### src/rtl/video_capture_dma_packer.sv
// Capture-side pixel packer: frames a synchronised pixel stream, packs pixels
// little-endian into 64-bit words and queues them for a DMA write channel.
module video_capture_dma_packer #(
    parameter int PIX_W        = 32,
    parameter int FRAME_PIXELS = 921600,
    parameter int FIFO_DEPTH   = 16
) (
    input  logic             clk,
    input  logic             resetn,
    input  logic             i_enable,
    input  logic             i_clear,
    input  logic             i_vsync,
    input  logic             i_valid,
    input  logic [PIX_W-1:0] i_pixel,
    output logic [63:0]      dma_wdata,
    output logic             dma_wvalid,
    input  logic             dma_wready,
    output logic [7:0]       dma_wkeep,
    output logic             dma_wlast,
    output logic [15:0]      o_frame_count,
    output logic [15:0]      o_drop_count,
    output logic             o_overflow,
    output logic             o_short_frame,
    output logic             o_busy
);
    localparam int PPW    = 64 / PIX_W;
    localparam int KB     = PIX_W / 8;
    localparam int CNT_W  = $clog2(FRAME_PIXELS + 1);
    localparam int SLOT_W = (PPW > 1) ? $clog2(PPW) : 1;
    localparam int AW     = $clog2(FIFO_DEPTH);
    localparam logic [7:0] PIX_KEEP = 8'((1 << KB) - 1);

    typedef enum logic [1:0] {IDLE, WAIT_VS, CAPTURE} state_t;

    state_t            state;
    logic [CNT_W-1:0]  pix_cnt;
    logic [SLOT_W-1:0] slot;
    logic [63:0]       pack_data;
    logic [7:0]        pack_keep;

    // staged word, written into the FIFO the cycle after it is formed
    logic              st_valid;
    logic              st_last;
    logic [63:0]       st_data;
    logic [7:0]        st_keep;

    logic              start_frame, truncate, take, word_full, frame_end;
    logic [SLOT_W-1:0] cur_slot;
    logic [CNT_W-1:0]  cur_cnt;
    logic [63:0]       base_data, new_data;
    logic [7:0]        base_keep, new_keep;

    // Pixel placement: a vsync restarts the frame, so the pixel in that cycle lands in slot 0
    always_comb begin
        start_frame = i_vsync && (state == WAIT_VS || state == CAPTURE);
        truncate    = i_vsync && (state == CAPTURE);
        take        = i_valid && (start_frame || state == CAPTURE);
        cur_slot    = start_frame ? '0 : slot;
        cur_cnt     = start_frame ? '0 : pix_cnt;
        base_data   = start_frame ? '0 : pack_data;
        base_keep   = start_frame ? '0 : pack_keep;
        new_data    = base_data | (64'(i_pixel) << (int'(cur_slot) * PIX_W));
        new_keep    = base_keep | (PIX_KEEP << (int'(cur_slot) * KB));
        word_full   = (int'(cur_slot) == PPW - 1);
        frame_end   = (cur_cnt == CNT_W'(FRAME_PIXELS - 1));
    end

    // Frame FSM, packer and word staging
    always_ff @(posedge clk or negedge resetn) begin
        if (!resetn) begin
            state     <= IDLE;
            pix_cnt   <= '0;
            slot      <= '0;
            pack_data <= '0;
            pack_keep <= '0;
            st_valid  <= 1'b0;
            st_last   <= 1'b0;
            st_data   <= '0;
            st_keep   <= '0;
        end else begin
            st_valid <= 1'b0;
            case (state)
                IDLE:    if (i_enable) state <= WAIT_VS;
                WAIT_VS: if (start_frame) state <= CAPTURE;
                         else if (!i_enable) state <= IDLE;
                CAPTURE: ;
                default: state <= IDLE;
            endcase
            if (start_frame) begin
                pix_cnt   <= '0;
                slot      <= '0;
                pack_data <= '0;
                pack_keep <= '0;
                // an empty packer yields a zero word with keep 0, still marking last
                if (truncate) begin
                    st_valid <= 1'b1;
                    st_data  <= pack_data;
                    st_keep  <= pack_keep;
                    st_last  <= 1'b1;
                end
            end
            if (take) begin
                if (word_full || frame_end) begin
                    st_valid  <= 1'b1;
                    st_data   <= new_data;
                    st_keep   <= new_keep;
                    st_last   <= frame_end;
                    pack_data <= '0;
                    pack_keep <= '0;
                    slot      <= '0;
                end else begin
                    pack_data <= new_data;
                    pack_keep <= new_keep;
                    slot      <= cur_slot + 1'b1;
                end
                if (frame_end) begin
                    pix_cnt <= '0;
                    state   <= i_enable ? WAIT_VS : IDLE;
                end else begin
                    pix_cnt <= cur_cnt + 1'b1;
                end
            end
        end
    end

    assign o_busy = (state != IDLE);

    logic [AW:0] wr_ptr, rd_ptr;
    logic [72:0] mem [FIFO_DEPTH];
    logic [72:0] head;
    logic        empty, full, pop, push_ok, drop;

    // FIFO status and handshake decode
    always_comb begin
        empty   = (wr_ptr == rd_ptr);
        full    = (wr_ptr[AW] != rd_ptr[AW]) && (wr_ptr[AW-1:0] == rd_ptr[AW-1:0]);
        pop     = !empty && dma_wready;
        push_ok = st_valid && (!full || pop);
        drop    = st_valid && full && !pop;
        head    = mem[rd_ptr[AW-1:0]];
    end

    assign dma_wvalid = !empty;
    assign dma_wdata  = empty ? '0 : head[63:0];
    assign dma_wkeep  = empty ? '0 : head[71:64];
    assign dma_wlast  = empty ? 1'b0 : head[72];

    // FIFO storage
    always_ff @(posedge clk) begin
        if (push_ok) mem[wr_ptr[AW-1:0]] <= {st_last, st_keep, st_data};
    end

    // FIFO pointers and status counters
    always_ff @(posedge clk or negedge resetn) begin
        if (!resetn) begin
            wr_ptr        <= '0;
            rd_ptr        <= '0;
            o_frame_count <= '0;
            o_drop_count  <= '0;
            o_overflow    <= 1'b0;
            o_short_frame <= 1'b0;
        end else begin
            if (push_ok) wr_ptr <= wr_ptr + 1'b1;
            if (pop)     rd_ptr <= rd_ptr + 1'b1;
            if (st_valid && st_last) o_frame_count <= o_frame_count + 1'b1;
            // a drop or truncation in the clear cycle survives the clear
            if (i_clear) begin
                o_overflow    <= drop;
                o_drop_count  <= drop ? 16'd1 : '0;
                o_short_frame <= truncate;
            end else begin
                if (drop) begin
                    o_overflow <= 1'b1;
                    if (o_drop_count != '1) o_drop_count <= o_drop_count + 1'b1;
                end
                if (truncate) o_short_frame <= 1'b1;
            end
        end
    end
endmodule

### config.mk
export PLATFORM = sky130hd
export DESIGN_NAME = video_capture_dma_packer
export DESIGN_NICKNAME = d
export VERILOG_FILES = /design/src/rtl/video_capture_dma_packer.sv
export SDC_FILE = /design/constraint.sdc
export NUM_CORES = 2
export LEC_CHECK = 0
export ABC_AREA = 1
export CAP_MARGIN = 20
export CORE_MARGIN = 2
export CORE_UTILIZATION = 55
export DETAILED_ROUTE_END_ITERATION = 8
export PLACE_DENSITY = 0.72
export SLEW_MARGIN = 40
export SYNTH_ARGS = -nofsm -noshare
export SYNTH_HDL_FRONTEND = slang
export SYNTH_SLANG_ARGS = --single-unit
### constraint.sdc
create_clock -name clk -period 14 [get_ports clk]
set_clock_uncertainty 0.05 [all_clocks]
set_input_delay 1.4 -clock clk [delete_from_list [all_inputs] [get_ports clk]]
set_output_delay 1.4 -clock clk [all_outputs]
set_load 0.01 [all_outputs]
; ---- After elaboration in Yosys (flattened, before gate mapping)
; Memories as Yosys holds them, arrays and structs flattened.
; Index checks and enable logic that the tools add are counted.
; W data, S select, Z words.
[classes]
n_mux = 48
bitwise_logic = 2
n_addsub = 6
shifts = 2
n_eq_ne = 7
reduce_logical = 22
[ops]
columns = cell, count
row1 = $mux W64, 8
row2 = $mux W8, 8
row3 = $or A64 B64 Y64, 1
row4 = $shl A32 B6 Y64, 1
row5 = $mux W20, 3
row6 = $mux W16, 3
row7 = $add A16 B1 Y16 const B, 2
row8 = $add A20 B1 Y20 const B, 1
row9 = $eq A20 B20 Y1 const B, 1
row10 = $mux W1, 20
row11 = $ne A16 B16 Y1 const B, 1
row12 = $add A5 B1 Y5 const B, 2
row13 = $mux W2, 5
row14 = $logic_and A1 B1 Y1, 9
row15 = $or A8 B8 Y8, 1
row16 = $reduce_bool A2 Y1, 4
row17 = $shl A4 B3 Y8 const A, 1
row18 = $pmux W2 S3, 1
row19 = $eq A5 B5 Y1, 1
row20 = $eq A4 B4 Y1, 1
row21 = $logic_or A1 B1 Y1, 4
row22 = $logic_not A1 Y1, 3
row23 = $eq A2 B1 Y1 const B, 1
row24 = $eq A2 B2 Y1 const B, 1
row25 = 4 further kinds, 4
[word_totals]
register_bits = 213
ram_bits = 1168
word_cells = 103
input_bits = 39
out_inout_bits = 109
n_memories = 1
[mem_list]
columns = memory, depth, word_bits, rd, rd_clocked_by_memory_dff, write_ports, line_no
row1 = mem, 16, 73, 1, 0, 1, 129  ; logic [72:0] mem [FIFO_DEPTH];

; ---- Depth between registers and ports, before layout
[depth]
ltp_word = 8
mapped_depth = 20
depth_no_buf = 15

; ---- Least setup slack after synthesis
; OpenSTA, ideal clock, no wires.
[synth_path]
path_type = input to register
startpoint = input dma_wready
endpoint = memory mem[0][0], enable pin
t_required_ps = 13445
t_arrival_ps = 4943
path_slack_ps = 8502
setup_ps = 505
path_buffers = 0
path_stages = 6
cell_sequence = nor2_1 -> nand2_1 -> nand2_1 -> inv_1 -> nand2_1 -> nor2_1
[synth_between]
elab_chain_len = 5
[synth_lines]
columns = item, line_no
row1 = from (decl), 17  ; input logic dma_wready,
row2 = $logic_and A1 B1 Y1, 137  ; pop = !empty && dma_wready;
row3 = $logic_or A1 B1 Y1, 138  ; push_ok = st_valid && (!full || pop);
row4 = $logic_and A1 B1 Y1, 138
row5 = $mux W1, 150  ; if (push_ok) mem[wr_ptr[AW-1:0]] <= {st_last, st_keep, st_data};
row6 = $mux W1 (not written as such), 150
row7 = to (decl), 129
; No other way between the ends.

; ---- Worst setup path after layout
[layout_path]
startpoint = register rd_ptr[0]
endpoint = output dma_wdata[37]
[layout_between]
elab_chain_len = 2
word_cells_on_any_way = 3
cone_classes = eq/ne (1) / mux (1) / memory (1)
[layout_lines]
columns = item, line_no
row1 = from (decl), 128  ; logic [AW:0] wr_ptr, rd_ptr;
row2 = from (signal assigned), 164  ; if (pop) rd_ptr <= rd_ptr + 1'b1;
row3 = $mem_v2 Z16 W73 / $eq A5 B5 Y1 (equally long branches), -
row4 = $mux W64 *, 144  ; assign dma_wdata = empty ? '0 : head[63:0];
row5 = to (decl), 15  ; output logic [63:0] dma_wdata,
; Mark *: on every way between the ends. The rest lies on a longest branch, timed or not.

==> flow_summary.rst <==
.. list-table::
   :header-rows: 1

   * - Metric
     - Value
   * - P&R area growth vs syn
     - 12.9%
   * - Critical path startpoint category
     - flop
   * - Number of clock sinks
     - 1381
   * - Initial Util
     - 0.552
   * - Die area
     - about 110000 µm²
   * - Required time of the critical path
     - 12.55 ns
   * - Critical path buffer and inverter count
     - 5
   * - Top fanout value on the critical path
     - 104
   * - Worst vdd rail ir drop
     - 0.000141 V
   * - Most Used Layer, Global Route
     - met2
   * - Non-filler cells, final
     - 6523
   * - Y dimension of the die
     - 326 µm
   * - Most repeated cell in the gate-level netlist after synthesis
     - sky130_fd_sc_hd__edfxtp_1
   * - Achievable frequency
     - 145 MHz
   * - Multiplexer share of the synthesized area
     - 0.00898
   * - Proportion of synthesized chip area in sequential cells
     - 0.709
   * - Main combinational cell family by area after synthesis
     - simple AND/OR/NAND/NOR gates
   * - Met2 demand-to-capacity share in global routing
     - 0.434
   * - Element type at the critical path end
     - output port
   * - Cell chosen for the clock root
     - sky130_fd_sc_hd__clkbuf_16
   * - Critical R2R Launch
     - state[0]
   * - Vias post-DR
     - just under 40000
   * - Met3 global-route usage
     - 0.0406
   * - Crit path kind
     - reg -> out
   * - Floorplan die width
     - 326 µm
   * - M1 GR Usage
     - 0.391
   * - Final Core Density
     - 0.623
   * - ANT nets after route
     - 0
   * - Detailed-route wire length
     - 146000 µm
   * - RSZ-0062 raised after global routing
     - no
   * - Syn_area_per_cell
     - 11.4 µm²
   * - Share of the synthesized area in compound gates (AO/OA/AOI/OAI)
     - 0.115
   * - Synth top cells by count
     - sky130_fd_sc_hd__edfxtp_1, sky130_fd_sc_hd__nor2_1, sky130_fd_sc_hd__o21ai_0, sky130_fd_sc_hd__nand2_1, sky130_fd_sc_hd__inv_1
   * - Fraction of synthesized cell area in xor and xnor cells
     - 0.00584
   * - Flip-flop and latch count after synthesis
     - 1381
   * - Iteration-0 DRC Markers
     - 4838
   * - Type of the worst min-delay path
     - reg -> reg
   * - Count of distinct cell types in the synthesized netlist
     - 37
   * - N_diodes
     - 0
   * - Number of cells produced by synthesis
     - 4979
   * - Total CTS buffers
     - between 100 and 150
   * - Number of buffers inserted by port buffering
     - 147
   * - Start point of the critical path
     - rd_ptr[0]
   * - Number of hold-repair buffers added at the cts stage
     - 0
   * - Actual transition at the worst max-transition pin
     - around 0.88 ns
   * - Count of flip-flops with a built-in enable after synthesis
     - 1168
   * - Fin crit period
     - 6.90 ns
   * - Adder-cell area share of the yosys netlist
     - 0.00263
   * - Final-report setup violation count
     - 0
   * - I/O pin total
     - 148
   * - GP Congestion
     - around 0.82
   * - Area of the core region
     - about 100000 µm²
   * - Post-CTS Resized
     - 0
   * - Maximum count of clock buffers along a single path
     - 3
   * - Overall overflow remaining after global route
     - 0
   * - Vias per cell
     - 5.89
   * - Antenna violations before repair
     - 2
   * - Ratio of final minimum period to clock period
     - 0.493
   * - Clock latency on the worst-skew pair
     - 0.76 ns
   * - Master of the slowest instance on the critical path
     - sky130_fd_sc_hd__dfrtp_4
   * - Post-synthesis async set-or-reset flop share
     - 0.154
   * - Setup total negative slack
     - 0 ns
   * - Max-Slew Margin vs Limit
     - 0.415
   * - Detailed placement HPWL
     - 76600 µm
   * - Cell Chain, Critical Path
     - buf_4, buf_6, buf_4, nor2_1, nor2_1, o21ai_0, o21ai_0, nand2_1, nand2_1, inv_1, a21oi_1, clkdlybuf4s50_1
   * - Syn Nets
     - 5030
   * - Routed len/inst
     - 22.4 µm
   * - Synth area leaders
     - sky130_fd_sc_hd__edfxtp_1, sky130_fd_sc_hd__dfrtp_1, sky130_fd_sc_hd__o21ai_0
   * - All-layer global routing usage
     - 0.274
   * - Post-synth top area share
     - 0.615
   * - Max-slew violation count
     - 0
   * - Global-route wire length before repair
     - 220000 µm
   * - TritonRoute pass-1 iters
     - 5
   * - Largest stage delay, worst path
     - about 0.90 ns
   * - Number of H-tree levels
     - 4
   * - Layout Nets
     - 5082
   * - # Max-Cap Violations
     - 0
   * - Clock Pin Slew Worst Setup and Hold Paths
     - 0.06 ns
   * - Largest net degree at the start of global routing
     - 123
   * - Largest area contributor in the netlist
     - sky130_fd_sc_hd__edfxtp_1
   * - Result of the run
     - finished clean
   * - Count of warnings emitted by yosys
     - 0
   * - Primary flip-flop cell chosen by synthesis mapping
     - sky130_fd_sc_hd__edfxtp_1
   * - Number of cells after detailed placement
     - 6264
   * - Total standard cell area after synthesis
     - around 57000 µm²
   * - Share of post-route cells with drive strength above 1
     - 0.0624
   * - Simple-gate share of the synthesized area
     - 0.120
   * - Data arrival time of the critical path
     - 5.45 ns
   * - Setup Buffers After CTS
     - 0
   * - Power density relative to cell area
     - between 200 and 250 nW/µm²
   * - FP Rows
     - 118
   * - Hold wc startpoint
     - o_frame_count[15]
   * - Clock tree from TritonCTS
     - built
   * - Family with the most delay on the worst path
     - buffers and inverters
   * - DRC viols
     - 0
   * - Vias in the first global route
     - about 37000
   * - Leakage power summed over all cells
     - 22.6 nW
   * - Hold violation count in the final report
     - 0
==> registers in the layout, summed over array words and instances (netlist names) <==
signal / cells
st_valid: 1
slot: 1
o_short_frame: 1
o_overflow: 1
state: 2
pack_keep: 8
wr_ptr: 5
pix_cnt: 20
o_frame_count: 16
mem: 1168
pack_data: 64
st_last: 1
st_data: 64
st_keep: 8
rd_ptr: 5
o_drop_count: 16
==> path summary, 6_finish.rpt <==
path,end,slack [ns],cells after the start
min in group asynchronous,o_drop_count[9],0.57,1
worst max-delay path,dma_wdata[37],7.10,12
worst min-delay path,o_frame_count[15],0.43,1
worst max register to register,st_data[11],9.48,13
worst min register to register,o_frame_count[15],0.43,1
max in group asynchronous,rd_ptr[0],12.15,2
==> final cells by class <==
type,count,area (µm²)
Clock buffer,179,3750
Multi-Input combinational cell,3053,14500
Timing Repair Buffer,221,2270
Tap cell,1380,1730
Clock inverter,76,732
Sequential cell,1381,40400
Fill cell,7856,38900
Inverter,233,887
==> cell usage in the layout (no fill, tap or decap), types with 9 or more instances in the layout <==
| cell type | instances |
|---|---|
| sky130_fd_sc_hd__o21ai_0 | 819 |
| sky130_fd_sc_hd__o22ai_1 | 17 |
| sky130_fd_sc_hd__o21ai_1 | 108 |
| sky130_fd_sc_hd__nand3_1 | 131 |
| sky130_fd_sc_hd__mux2i_1 | 50 |
| sky130_fd_sc_hd__nand4_1 | 14 |
| sky130_fd_sc_hd__bufinv_16 | 9 |
| sky130_fd_sc_hd__xor2_1 | 24 |
| sky130_fd_sc_hd__nor2_4 | 20 |
| sky130_fd_sc_hd__nor3_1 | 13 |
| sky130_fd_sc_hd__clkbuf_1 | 33 |
| sky130_fd_sc_hd__buf_6 | 26 |
| sky130_fd_sc_hd__clkinv_1 | 20 |
| sky130_fd_sc_hd__clkbuf_16 | 144 |
| sky130_fd_sc_hd__nand2_1 | 557 |
| sky130_fd_sc_hd__inv_1 | 224 |
| sky130_fd_sc_hd__dfrtp_1 | 210 |
| sky130_fd_sc_hd__nor2_1 | 956 |
| sky130_fd_sc_hd__buf_4 | 36 |
| sky130_fd_sc_hd__nand3b_1 | 21 |
| sky130_fd_sc_hd__o211ai_1 | 146 |
| sky130_fd_sc_hd__clkinv_2 | 26 |
| sky130_fd_sc_hd__a21oi_1 | 134 |
| sky130_fd_sc_hd__clkdlybuf4s50_1 | 146 |
| sky130_fd_sc_hd__xnor2_1 | 14 |
| sky130_fd_sc_hd__edfxtp_1 | 1168 |
| sky130_fd_sc_hd__ha_1 | 12 |
==> per-stage QoR <==
stage,total power [mW],hold WS [ns],instance area (µm²),setup slack [ns]
finish,14.1,0.434,64300,7.10
global route,14.8,0.455,64300,6.84
CTS,14.1,0.434,64200,7.10
detailed placement,10.4,0.414,59700,7.94
global placement,10.3,0.412,59500,7.22
floorplan,8.54,0.443,57000,8.50
==> worst reg2reg max path: cells and delay by family, from the launching register on <==
| family | cells | cell delay [ns] |
|---|---|---|
| compound gates | 1 | 0.13 |
| fa+ha+maj | 1 | 0.33 |
| buf+inv | 3 | 1.64 |
| simple gates | 8 | 1.90 |
| flops | 1 | 0.38 |
==> layer usage <==
layer  vias to the layer above  share of wire
met5                         -        0.00012
met4                         2          0.029
met3                       259          0.092
met2                      1815           0.47
met1                     18800           0.41
li1                      17500              -
==> cell families after synthesis <==
group                    Yosys count
AO/OA/AOI/OAI                   1228
XOR/XNOR                          38
adder cells (fa/ha/maj)           12
buffers and inverters            545
flip-flops                      1381
multiplexers                      51
AND/OR/NAND/NOR                 1724
==> where the power goes <==
group	switching (mW)	leakage, nW	total [mW]	internal, mW
clock network	1.58	2.19	3.66	2.08
registers	0.703	13.5	6.01	5.31
logic	2.87	6.95	4.40	1.53
Note: power is estimated with default switching activity, not from simulation.
